[config.mk]
export PLATFORM = sky130hd
export DESIGN_NAME = fmau_sequencer_flat
export DESIGN_NICKNAME = d
export VERILOG_FILES = /design/src/rtl/fmau_sequencer_if.sv /design/src/rtl/fmau_sequencer.sv /design/src/flat_wrapper.sv
export SDC_FILE = /design/constraint.sdc
export NUM_CORES = 1
export LEC_CHECK = 0
export CORE_MARGIN = 1
export CORE_UTILIZATION = 44
export CTS_CLUSTER_SIZE = 28
export DETAILED_ROUTE_END_ITERATION = 8
export GPL_ROUTABILITY_DRIVEN = 0
export PLACE_DENSITY = 0.76
export SLEW_MARGIN = 20
export SYNTH_ARGS = -nofsm -noshare
export SYNTH_HDL_FRONTEND = slang
export SYNTH_SLANG_ARGS = --single-unit
[constraint.sdc]
create_clock -name clk -period 7.8 [get_ports clk]
set_input_delay 0.78 -clock clk [delete_from_list [all_inputs] [get_ports clk]]
set_output_delay 0.78 -clock clk [all_outputs]
set_load 0.1 [all_outputs]
[src/rtl/fmau_sequencer_if.sv]
// Host and FMAU signal bundle for the FMAU sequencer.
// slave: the sequencer side. master: the environment side (host plus FMAU).
interface fmau_sequencer_if;
    // Request channel (host -> sequencer)
    logic        req_valid;
    logic        req_ready;
    logic [31:0] req_a;
    logic [31:0] req_b;
    logic [31:0] req_c;
    logic [31:0] req_d;
    logic [1:0]  req_in_pre;
    logic [1:0]  req_out_pre;
    // FMAU side
    logic        fmau_start;
    logic [31:0] fmau_a;
    logic [31:0] fmau_b;
    logic [31:0] fmau_c;
    logic [31:0] fmau_d;
    logic [1:0]  fmau_in_pre;
    logic [1:0]  fmau_out_pre;
    logic [31:0] fmau_out;
    logic        fmau_soe;
    // Response channel (sequencer -> host)
    logic        rsp_valid;
    logic        rsp_ready;
    logic [31:0] rsp_data;
    logic        rsp_timeout;
    logic        busy;

    modport slave (
        input  req_valid, req_a, req_b, req_c, req_d, req_in_pre, req_out_pre,
        input  fmau_out, fmau_soe, rsp_ready,
        output req_ready, fmau_start, fmau_a, fmau_b, fmau_c, fmau_d,
        output fmau_in_pre, fmau_out_pre, rsp_valid, rsp_data, rsp_timeout, busy
    );

    modport master (
        output req_valid, req_a, req_b, req_c, req_d, req_in_pre, req_out_pre,
        output fmau_out, fmau_soe, rsp_ready,
        input  req_ready, fmau_start, fmau_a, fmau_b, fmau_c, fmau_d,
        input  fmau_in_pre, fmau_out_pre, rsp_valid, rsp_data, rsp_timeout, busy
    );
endinterface

[src/rtl/fmau_sequencer.sv]
// FMAU sequencer: accepts one operand set at a time, issues it to the FMAU
// with a one-cycle start pulse, waits for the result (or a timeout) and queues
// {timeout, result} entries in a small result FIFO for the host.
// Handshakes: a transfer happens on a rising edge where valid && ready; valid
// may be held without a transfer, ready never depends on valid in this block.
module fmau_sequencer #(
    parameter int RES_DEPTH = 4,
    parameter int TIMEOUT   = 255
) (
    input  logic              clk,
    input  logic              rst,
    fmau_sequencer_if.slave   bus,
    output logic [1:0]        dbg_state
);
    typedef enum logic [1:0] {
        S_IDLE  = 2'd0,
        S_ISSUE = 2'd1,
        S_WAIT  = 2'd2
    } state_t;

    typedef struct packed {
        logic [31:0] a;
        logic [31:0] b;
        logic [31:0] c;
        logic [31:0] d;
        logic [1:0]  in_pre;
        logic [1:0]  out_pre;
    } op_t;

    localparam int PW = (RES_DEPTH > 1) ? $clog2(RES_DEPTH) : 1;
    localparam int CW = $clog2(RES_DEPTH + 1);
    localparam int TW = $clog2(TIMEOUT + 1);
    localparam logic [31:0] NAR = 32'h8000_0000;

    state_t         state_q, state_d;
    logic [TW-1:0]  timer_q, timer_d;
    logic           start_q, start_d;
    op_t            op_q, op_d;
    logic [PW-1:0]  wr_ptr_q, wr_ptr_d;
    logic [PW-1:0]  rd_ptr_q, rd_ptr_d;
    logic [CW-1:0]  count_q, count_d;
    logic [31:0]    mem_data_q [RES_DEPTH];
    logic [31:0]    mem_data_d [RES_DEPTH];
    logic           mem_tout_q [RES_DEPTH];
    logic           mem_tout_d [RES_DEPTH];

    logic           req_ready;
    logic           accept;
    logic           push;
    logic           pop;
    logic [31:0]    push_data;
    logic           push_tout;

    // Acceptance only in IDLE with FIFO room, so a push can never hit a full FIFO.
    assign req_ready = (state_q == S_IDLE) && (count_q < CW'(RES_DEPTH));
    assign accept    = bus.req_valid && req_ready;
    assign pop       = (count_q != '0) && bus.rsp_ready;

    // Next-state logic: operand capture, start pulse, WAIT timer and result push.
    always_comb begin
        state_d   = state_q;
        timer_d   = timer_q;
        start_d   = 1'b0;
        op_d      = op_q;
        push      = 1'b0;
        push_data = bus.fmau_out;
        push_tout = 1'b0;
        case (state_q)
            S_IDLE: begin
                if (accept) begin
                    state_d = S_ISSUE;
                    start_d = 1'b1;
                    op_d    = '{a: bus.req_a, b: bus.req_b, c: bus.req_c, d: bus.req_d,
                                in_pre: bus.req_in_pre, out_pre: bus.req_out_pre};
                end
            end
            S_ISSUE: begin
                timer_d = '0;
                state_d = S_WAIT;
            end
            S_WAIT: begin
                timer_d = timer_q + TW'(1);
                // A result arriving on the last allowed cycle beats the timeout.
                if (bus.fmau_soe) begin
                    push    = 1'b1;
                    state_d = S_IDLE;
                end else if (timer_q == TW'(TIMEOUT - 1)) begin
                    push      = 1'b1;
                    push_tout = 1'b1;
                    push_data = NAR;
                    state_d   = S_IDLE;
                end
            end
            default: state_d = S_IDLE;
        endcase
    end

    // FIFO bookkeeping: write at wr_ptr, read at rd_ptr, count tracks occupancy.
    always_comb begin
        mem_data_d = mem_data_q;
        mem_tout_d = mem_tout_q;
        wr_ptr_d   = wr_ptr_q;
        rd_ptr_d   = rd_ptr_q;
        count_d    = count_q;
        if (push) begin
            mem_data_d[wr_ptr_q] = push_data;
            mem_tout_d[wr_ptr_q] = push_tout;
            wr_ptr_d             = wr_ptr_q + PW'(1);
        end
        if (pop) begin
            rd_ptr_d = rd_ptr_q + PW'(1);
        end
        case ({push, pop})
            2'b10:   count_d = count_q + CW'(1);
            2'b01:   count_d = count_q - CW'(1);
            default: count_d = count_q;
        endcase
    end

    // Sequencer state and FMAU-facing registers.
    always_ff @(posedge clk or posedge rst) begin
        if (rst) begin
            state_q <= S_IDLE;
            timer_q <= '0;
            start_q <= 1'b0;
            op_q    <= '0;
        end else begin
            state_q <= state_d;
            timer_q <= timer_d;
            start_q <= start_d;
            op_q    <= op_d;
        end
    end

    // Result FIFO storage and pointers; storage is cleared so the head reads 0 after reset.
    always_ff @(posedge clk or posedge rst) begin
        if (rst) begin
            wr_ptr_q   <= '0;
            rd_ptr_q   <= '0;
            count_q    <= '0;
            mem_data_q <= '{default: '0};
            mem_tout_q <= '{default: 1'b0};
        end else begin
            wr_ptr_q   <= wr_ptr_d;
            rd_ptr_q   <= rd_ptr_d;
            count_q    <= count_d;
            mem_data_q <= mem_data_d;
            mem_tout_q <= mem_tout_d;
        end
    end

    assign bus.req_ready    = req_ready;
    assign bus.fmau_start   = start_q;
    assign bus.fmau_a       = op_q.a;
    assign bus.fmau_b       = op_q.b;
    assign bus.fmau_c       = op_q.c;
    assign bus.fmau_d       = op_q.d;
    assign bus.fmau_in_pre  = op_q.in_pre;
    assign bus.fmau_out_pre = op_q.out_pre;
    assign bus.rsp_valid    = (count_q != '0);
    assign bus.rsp_data     = mem_data_q[rd_ptr_q];
    assign bus.rsp_timeout  = mem_tout_q[rd_ptr_q];
    assign bus.busy         = (state_q != S_IDLE);
    assign dbg_state        = state_q;
endmodule

[src/flat_wrapper.sv]
// flat-port wrapper written by rule: the top's interface ports become plain ports
module fmau_sequencer_flat 
#(
    parameter int RES_DEPTH = 4,
    parameter int TIMEOUT   = 255
)
  (clk, rst, dbg_state, bus_req_valid, bus_req_a, bus_req_b, bus_req_c, bus_req_d, bus_req_in_pre, bus_req_out_pre, bus_fmau_out, bus_fmau_soe, bus_rsp_ready, bus_req_ready, bus_fmau_start, bus_fmau_a, bus_fmau_b, bus_fmau_c, bus_fmau_d, bus_fmau_in_pre, bus_fmau_out_pre, bus_rsp_valid, bus_rsp_data, bus_rsp_timeout, bus_busy);
  fmau_sequencer_if bus_i ();
  input  logic clk;
  input  logic rst;
  output logic [1:0] dbg_state;
  input wire logic [$bits(bus_i.req_valid)-1:0] bus_req_valid;
  input wire logic [$bits(bus_i.req_a)-1:0] bus_req_a;
  input wire logic [$bits(bus_i.req_b)-1:0] bus_req_b;
  input wire logic [$bits(bus_i.req_c)-1:0] bus_req_c;
  input wire logic [$bits(bus_i.req_d)-1:0] bus_req_d;
  input wire logic [$bits(bus_i.req_in_pre)-1:0] bus_req_in_pre;
  input wire logic [$bits(bus_i.req_out_pre)-1:0] bus_req_out_pre;
  input wire logic [$bits(bus_i.fmau_out)-1:0] bus_fmau_out;
  input wire logic [$bits(bus_i.fmau_soe)-1:0] bus_fmau_soe;
  input wire logic [$bits(bus_i.rsp_ready)-1:0] bus_rsp_ready;
  output wire logic [$bits(bus_i.req_ready)-1:0] bus_req_ready;
  output wire logic [$bits(bus_i.fmau_start)-1:0] bus_fmau_start;
  output wire logic [$bits(bus_i.fmau_a)-1:0] bus_fmau_a;
  output wire logic [$bits(bus_i.fmau_b)-1:0] bus_fmau_b;
  output wire logic [$bits(bus_i.fmau_c)-1:0] bus_fmau_c;
  output wire logic [$bits(bus_i.fmau_d)-1:0] bus_fmau_d;
  output wire logic [$bits(bus_i.fmau_in_pre)-1:0] bus_fmau_in_pre;
  output wire logic [$bits(bus_i.fmau_out_pre)-1:0] bus_fmau_out_pre;
  output wire logic [$bits(bus_i.rsp_valid)-1:0] bus_rsp_valid;
  output wire logic [$bits(bus_i.rsp_data)-1:0] bus_rsp_data;
  output wire logic [$bits(bus_i.rsp_timeout)-1:0] bus_rsp_timeout;
  output wire logic [$bits(bus_i.busy)-1:0] bus_busy;
  assign bus_i.req_valid = bus_req_valid;
  assign bus_i.req_a = bus_req_a;
  assign bus_i.req_b = bus_req_b;
  assign bus_i.req_c = bus_req_c;
  assign bus_i.req_d = bus_req_d;
  assign bus_i.req_in_pre = bus_req_in_pre;
  assign bus_i.req_out_pre = bus_req_out_pre;
  assign bus_i.fmau_out = bus_fmau_out;
  assign bus_i.fmau_soe = bus_fmau_soe;
  assign bus_i.rsp_ready = bus_rsp_ready;
  assign bus_req_ready = bus_i.req_ready;
  assign bus_fmau_start = bus_i.fmau_start;
  assign bus_fmau_a = bus_i.fmau_a;
  assign bus_fmau_b = bus_i.fmau_b;
  assign bus_fmau_c = bus_i.fmau_c;
  assign bus_fmau_d = bus_i.fmau_d;
  assign bus_fmau_in_pre = bus_i.fmau_in_pre;
  assign bus_fmau_out_pre = bus_i.fmau_out_pre;
  assign bus_rsp_valid = bus_i.rsp_valid;
  assign bus_rsp_data = bus_i.rsp_data;
  assign bus_rsp_timeout = bus_i.rsp_timeout;
  assign bus_busy = bus_i.busy;
  fmau_sequencer #(.RES_DEPTH(RES_DEPTH), .TIMEOUT(TIMEOUT)) u_core (.clk(clk), .rst(rst), .bus(bus_i), .dbg_state(dbg_state));
endmodule
==> flow_summary.json, run 1 <==
{
  "vias": 8942,
  "drc_errors": 0,
  "drv_slew": 0,
  "hold_viol": 0,
  "worstMarginPinSlew_ns": 1.16,
  "clock.fmax_mhz": 258,
  "port_buffers": 339,
  "synth.yosys.seq_area_share_pct": 54.6,
  "num_rows": 62,
  "numCtsBuffers": 31,
  "drive_above_1_share_pct": 17.9,
  "finalInstanceArea_mm2": 0.0177,
  "routed_wirelength_um": 32900,
  "end_kind": "output port",
  "vias_per_cell": 5.12,
  "wire_per_inst_um": 18.8,
  "setup_viol": 0,
  "hold_class": "reg2reg",
  "synthCells": 1017,
  "first_pass_iters": 5,
  "initial_core_util_pct": 44.9,
  "die_width_um": 173,
  "startpoint_type": "register",
  "ant_nets": 0,
  "relSlewSlack_pct": 22.7,
  "ys.warnings.count": 0,
  "antenna_found_initial": 5,
  "io_pins": 340,
  "syn_area_per_cell_um2": 12.7,
  "fin_worst_skew_ns": 0.0122,
  "grt_overflow_total": 0,
  "max_cap_viol_count": 0,
  "die_h_um": 173,
  "dpl.hpwl_um": 22000,
  "critPathKind": "reg2out",
  "dieArea_mm2": 0.0301,
  "synth.cell_area_mm2": 0.0129,
  "ctsResizeCount": 0,
  "clock-sinks": 282,
  "cp.required_ns": 7.02,
  "syn_to_final_growth_pct": 36.7,
  "clkLatencyLatePin_ns": 0.55,
  "clockRootBuffer": "clkbuf_16",
  "grt_pass1_wl_um": 52700,
  "fill_cells": 2309,
  "synth_seq_cells": 282,
  "setup-tns-final_ns": 0,
  "finalCriticalPeriod_ns": 3.88,
  "core_mm2": 0.0288,
  "clock_path_buffers": 3,
  "ctsHoldBuffers": 0,
  "grt_max_degree": 155,
  "ys_types": 43,
  "h-tree-depth": 1,
  "cp_max_fo": 34,
  "initialDrtViolationCount": 615,
  "syn_nets": 1197,
  "grt_usage_pct": 22.2,
  "rsz0062_at_grt": "false",
  "placement.cell_area_mm2": 0.0166,
  "worstPathArrival_ns": 3.10,
  "whs_ns": 0.505,
  "fin_nets": 1520,
  "status": "completed",
  "tritoncts": "yes",
  "grt_pass1_vias": 9371,
  "finalCritPeriodShare_pct": 49.7,
  "clk_pin_slew_ns": 0.06,
  "post_cts_buffers": 0
}
-- layout make-up --
cell class | instances | area [um^2] | area share, %
flip-flops and latches | 282 | 7060 | 39.9
inverters | 142 | 539 | 3.05
clock inverters | 22 | 283 | 1.60
repair buffers | 352 | 3520 | 19.9
diodes | 1 | 2.50 | 0.0142
well taps | 384 | 480 | 2.72
multi-input cells | 531 | 5000 | 28.3
clock buffers | 34 | 787 | 4.45
-- cell families (layout without fill, tap and decap cells) --
kind of cell	after synthesis	in the layout	share of synthesized area (%)
and+or+nand+nor	62	62	2.92
DFF	282	282	54.6
xor gates and xnor gates	6	6	0.407
buffers and inverters	204	550	6.86
muxes	297	297	27.5
AOI/OAI and AO/OA	155	155	6.55
other	0	1	0
adders and majority gates	11	11	1.12
-- final timing paths --
| check | slack, ns | endpoint | startpoint | depth (start not counted) |
|---|---|---|---|---|
| max | 3.92 | bus_rsp_data[23] | u_core.rd_ptr_q[1]$_DFFE_PP0P_ | 3 |
| min | 0.51 | u_core.bus.fmau_a[13]$_DFFE_PP0P_ | u_core.bus.fmau_a[13]$_DFFE_PP0P_ | 1 |
| min reg2reg | 0.51 | u_core.bus.fmau_a[13]$_DFFE_PP0P_ | u_core.bus.fmau_a[13]$_DFFE_PP0P_ | 1 |
| min in group asynchronous | 0.59 | u_core.bus.fmau_d[28]$_DFFE_PP0P_ | rst | 2 |
| max in group asynchronous | 6.05 | u_core.mem_data_q[28]$_DFFE_PP0P_ | rst | 3 |
| max reg2reg | 4.73 | u_core.bus.fmau_a[25]$_DFFE_PP0P_ | u_core.dbg_state[1]$_DFFE_PP0P_ | 7 |
-- worst max-delay path, stage by stage (launching register included) --
cell and delay [ns]:
dfrtp_2 0.34, buf_4 0.59, mux4_2 0.62, clkdlybuf4s50_1 0.99
-- state kept, by name, indices dropped and copies added, names as in the netlist --
signal / count
u_core.mem_data_q: 128
u_core.bus.fmau_a: 32
u_core.bus.fmau_b: 32
u_core.bus.fmau_c: 32
u_core.bus.fmau_d: 32
u_core.timer_q: 8
u_core.mem_tout_q: 4
u_core.count_q: 3
u_core.bus.fmau_in_pre: 2
u_core.bus.fmau_out_pre: 2
u_core.dbg_state: 2
u_core.rd_ptr_q: 2
u_core.wr_ptr_q: 2
u_core.bus.fmau_start: 1
-- synthesized netlist by cell type, drive strengths merged --
cell | n | area share, %
and3b | 1 | 0.068
a41oi | 4 | 0.27
a21oi | 1 | 0.039
nand2 | 7 | 0.20
nand3b | 2 | 0.12
xnor2 | 3 | 0.20
o2111ai | 1 | 0.068
a31oi | 4 | 0.19
or4 | 2 | 0.12
nand3 | 3 | 0.12
xor2 | 3 | 0.20
clkbuf | 17 | 0.49
o22ai | 3 | 0.19
o31a | 1 | 0.068
a22o | 1 | 0.068
nand2b | 1 | 0.048
or3 | 3 | 0.15
buf | 45 | 2.2
mux2 | 137 | 12
dfrtp | 282 | 55
and4 | 1 | 0.068
o31ai | 1 | 0.058
o21a | 4 | 0.23
o211ai | 4 | 0.23
mux2i | 127 | 9.8
inv | 142 | 4.1
mux4 | 33 | 5.8
a21boi | 3 | 0.17
nand4 | 3 | 0.19
fa | 1 | 0.15
and3 | 33 | 1.6
nor2b | 4 | 0.19
nor2 | 2 | 0.058
o21ai | 128 | 5.0
ha | 10 | 0.97
-- stage by stage --
stage / setup WS [ns] / utilization (%) / std cells
2_1_floorplan: 3.28 / - / 1017
3_3_place_gp: 4.32 / 57.6 / 1690
3_5_place_dp: 4.33 / 57.6 / 1690
4_1_cts: 3.85 / 61.3 / 1746
5_1_grt: 3.77 / 61.4 / 1747
6_report: 3.92 / 61.4 / 1748
-- metal layers --
| layer | vias to the layer above | part of all wire [%] | GRT usage [%] |
|---|---|---|---|
| met2 | 256 | 49 | 36.3 |
| li1 | 4165 | - | - |
| met5 | - | 0.036 | 0 |
| met3 | 97 | 7.2 | 6.23 |
| met1 | 4422 | 40 | 27.9 |
| met4 | 2 | 4.1 | 8.37 |
-- placed cells by master, fill, tap and decap left out, types with 6 or more instances in the layout --
cell             instances
inv_1                  140
mux4_2                  33
clkbuf_16               31
buf_4                    9
bufinv_16                6
ha_1                     6
clkinv_2                10
and3_1                  33
o21ai_1                  8
mux2_2                 136
dfrtp_1                281
mux2i_1                127
o21ai_0                120
nand2_1                  7
clkdlybuf4s50_1        339
Power of run 1 is not shown: default switching activity piles up to over one toggle a cycle in this logic, so the estimate is an artifact.
==> run 2: changes to the inputs <==
Clock period 7.8 ns to 3.1 ns, I/O delays scaled along.
==> run 2 against run 1 <==
Global-route usage about the same. Critical path type unchanged. Non-clock buffer count up 9. Via count up 0.21%.
==> flow_summary.json, run 2 (synthesized netlist as in run 1, its figures left out) <==
{
  "status": "completed",
  "drv_slew": 0,
  "vias": 8961,
  "max_cap_viol_count": 0,
  "crit_chain": "buf_4 > mux4_2 > buf_4",
  "end_kind": "output port",
  "final_common_cell": "dfrtp_1",
  "grt_overflow_total": 0,
  "dieArea_mm2": 0.0301,
  "port_buffers": 339,
  "grt_pass1_wl_um": 52900,
  "ctsHoldBuffers": 0,
  "antenna_found_initial": 2,
  "final_core_util_pct": 61.4,
  "ant_nets": 0,
  "clkLatencyLatePin_ns": 0.50,
  "drc_errors": 0,
  "setup_viol": 0,
  "ctsResizeCount": 0,
  "crit_family": "flip-flops",
  "initialDrtViolationCount": 508,
  "first_pass_iters": 4,
  "fin_nets": 1532,
  "cp_max_fo": 25,
  "startpoint_type": "register",
  "grt_usage_pct": 22.2,
  "crit_slowest_cell": "dfrtp_2",
  "rsz0062_at_grt": "false",
  "clockRootBuffer": "clkbuf_16",
  "syn_to_final_growth_pct": 36.8,
  "hold_class": "in2async",
  "worstPathArrival_ns": 2.24,
  "clk_pin_slew_ns": 0.06,
  "grt_max_degree": 131,
  "grt_pass1_vias": 9672,
  "die_h_um": 173,
  "fin_worst_skew_ns": 0.0165,
  "clock_path_buffers": 3,
  "tritoncts": "yes",
  "largest_reg_flops": 128,
  "post_cts_buffers": 0,
  "cp_common_cell": "buf_4",
  "die_width_um": 173,
  "critPathMaxStageDelay_ns": 0.87,
  "num_rows": 62,
  "drive_above_1_share_pct": 23.8,
  "fin_ws_ns": 0.548,
  "critPathKind": "reg2out",
  "initial_core_util_pct": 44.9,
  "dpl.hpwl_um": 22400,
  "fill_cells": 2260,
  "place_ws_ns": 0.883,
  "clock-sinks": 282,
  "top_register": "u_core.mem_data_q",
  "routed_wirelength_um": 33000,
  "setup-tns-final_ns": 0,
  "worstMarginPinSlew_ns": 1.02,
  "wire_per_inst_um": 18.8,
  "final_cell_mix": "dfrtp_1 (280), clkdlybuf4s50_1 (264), inv_1 (140), mux2_2 (136), mux2i_1 (127)",
  "numCtsBuffers": 34,
  "finalCriticalPeriod_ns": 2.55,
  "h-tree-depth": 2,
  "relSlewSlack_pct": 32.1,
  "io_pins": 340,
  "clock.fmax_mhz": 392,
  "finalCritPeriodShare_pct": 82.3,
  "hold_viol": 0,
  "core_mm2": 0.0288,
  "vias_per_cell": 5.09,
  "crit_buf_inv": 2,
  "cp.required_ns": 2.79
}
==> run 2: worst paths after layout <==
check,start,end,slack [ns],depth (start not counted)
max,u_core.rd_ptr_q[0]$_DFFE_PP0P_,bus_rsp_data[12],0.55,3
min,rst,u_core.bus.fmau_a[23]$_DFFE_PP0P_,0.12,2
max reg2reg,u_core.dbg_state[0]$_DFFE_PP0P_,u_core.count_q[2]$_DFFE_PP0P_,0.85,11
min reg2reg,u_core.bus.fmau_c[5]$_DFFE_PP0P_,u_core.bus.fmau_c[5]$_DFFE_PP0P_,0.50,1
max in group asynchronous,rst,u_core.rd_ptr_q[0]$_DFFE_PP0P_,1.98,4
min in group clk,bus_req_d[26],u_core.bus.fmau_d[26]$_DFFE_PP0P_,0.42,2
==> run 2: cell type report <==
| class | instances | area [um^2] | share of cell area, % |
|---|---|---|---|
| Antenna cell | 2 | 5.00 | 0.0283 |
| Clock buffer | 52 | 1050 | 5.95 |
| Clock inverter | 6 | 58.8 | 0.333 |
| Inverter | 142 | 539 | 3.05 |
| Multi-Input combinational cell | 531 | 5000 | 28.3 |
| Sequential cell | 282 | 7060 | 39.9 |
| Tap cell | 384 | 480 | 2.72 |
| Timing Repair Buffer | 361 | 3480 | 19.7 |
==> run 2: per-stage QoR <==
stage               hold WS (ns)  cells  instance area (um^2)
detailed placement         0.495   1700                 16600
global route               0.132   1760                 17700
global placement           0.488   1700                 16600
finish                     0.116   1760                 17700
floorplan                  0.462   1017                 12900
CTS                        0.102   1758                 17700
==> run 2: routing by layer <==
layer	GRT usage (%)	part of all wire, %	vias up
li1	-	-	4194
met2	37.5	50	253
met3	6.23	6.7	66
met4	8.48	3.2	0
met5	0	0	-
met1	26.8	40	4448
Power of run 2 is left out for the same reason.
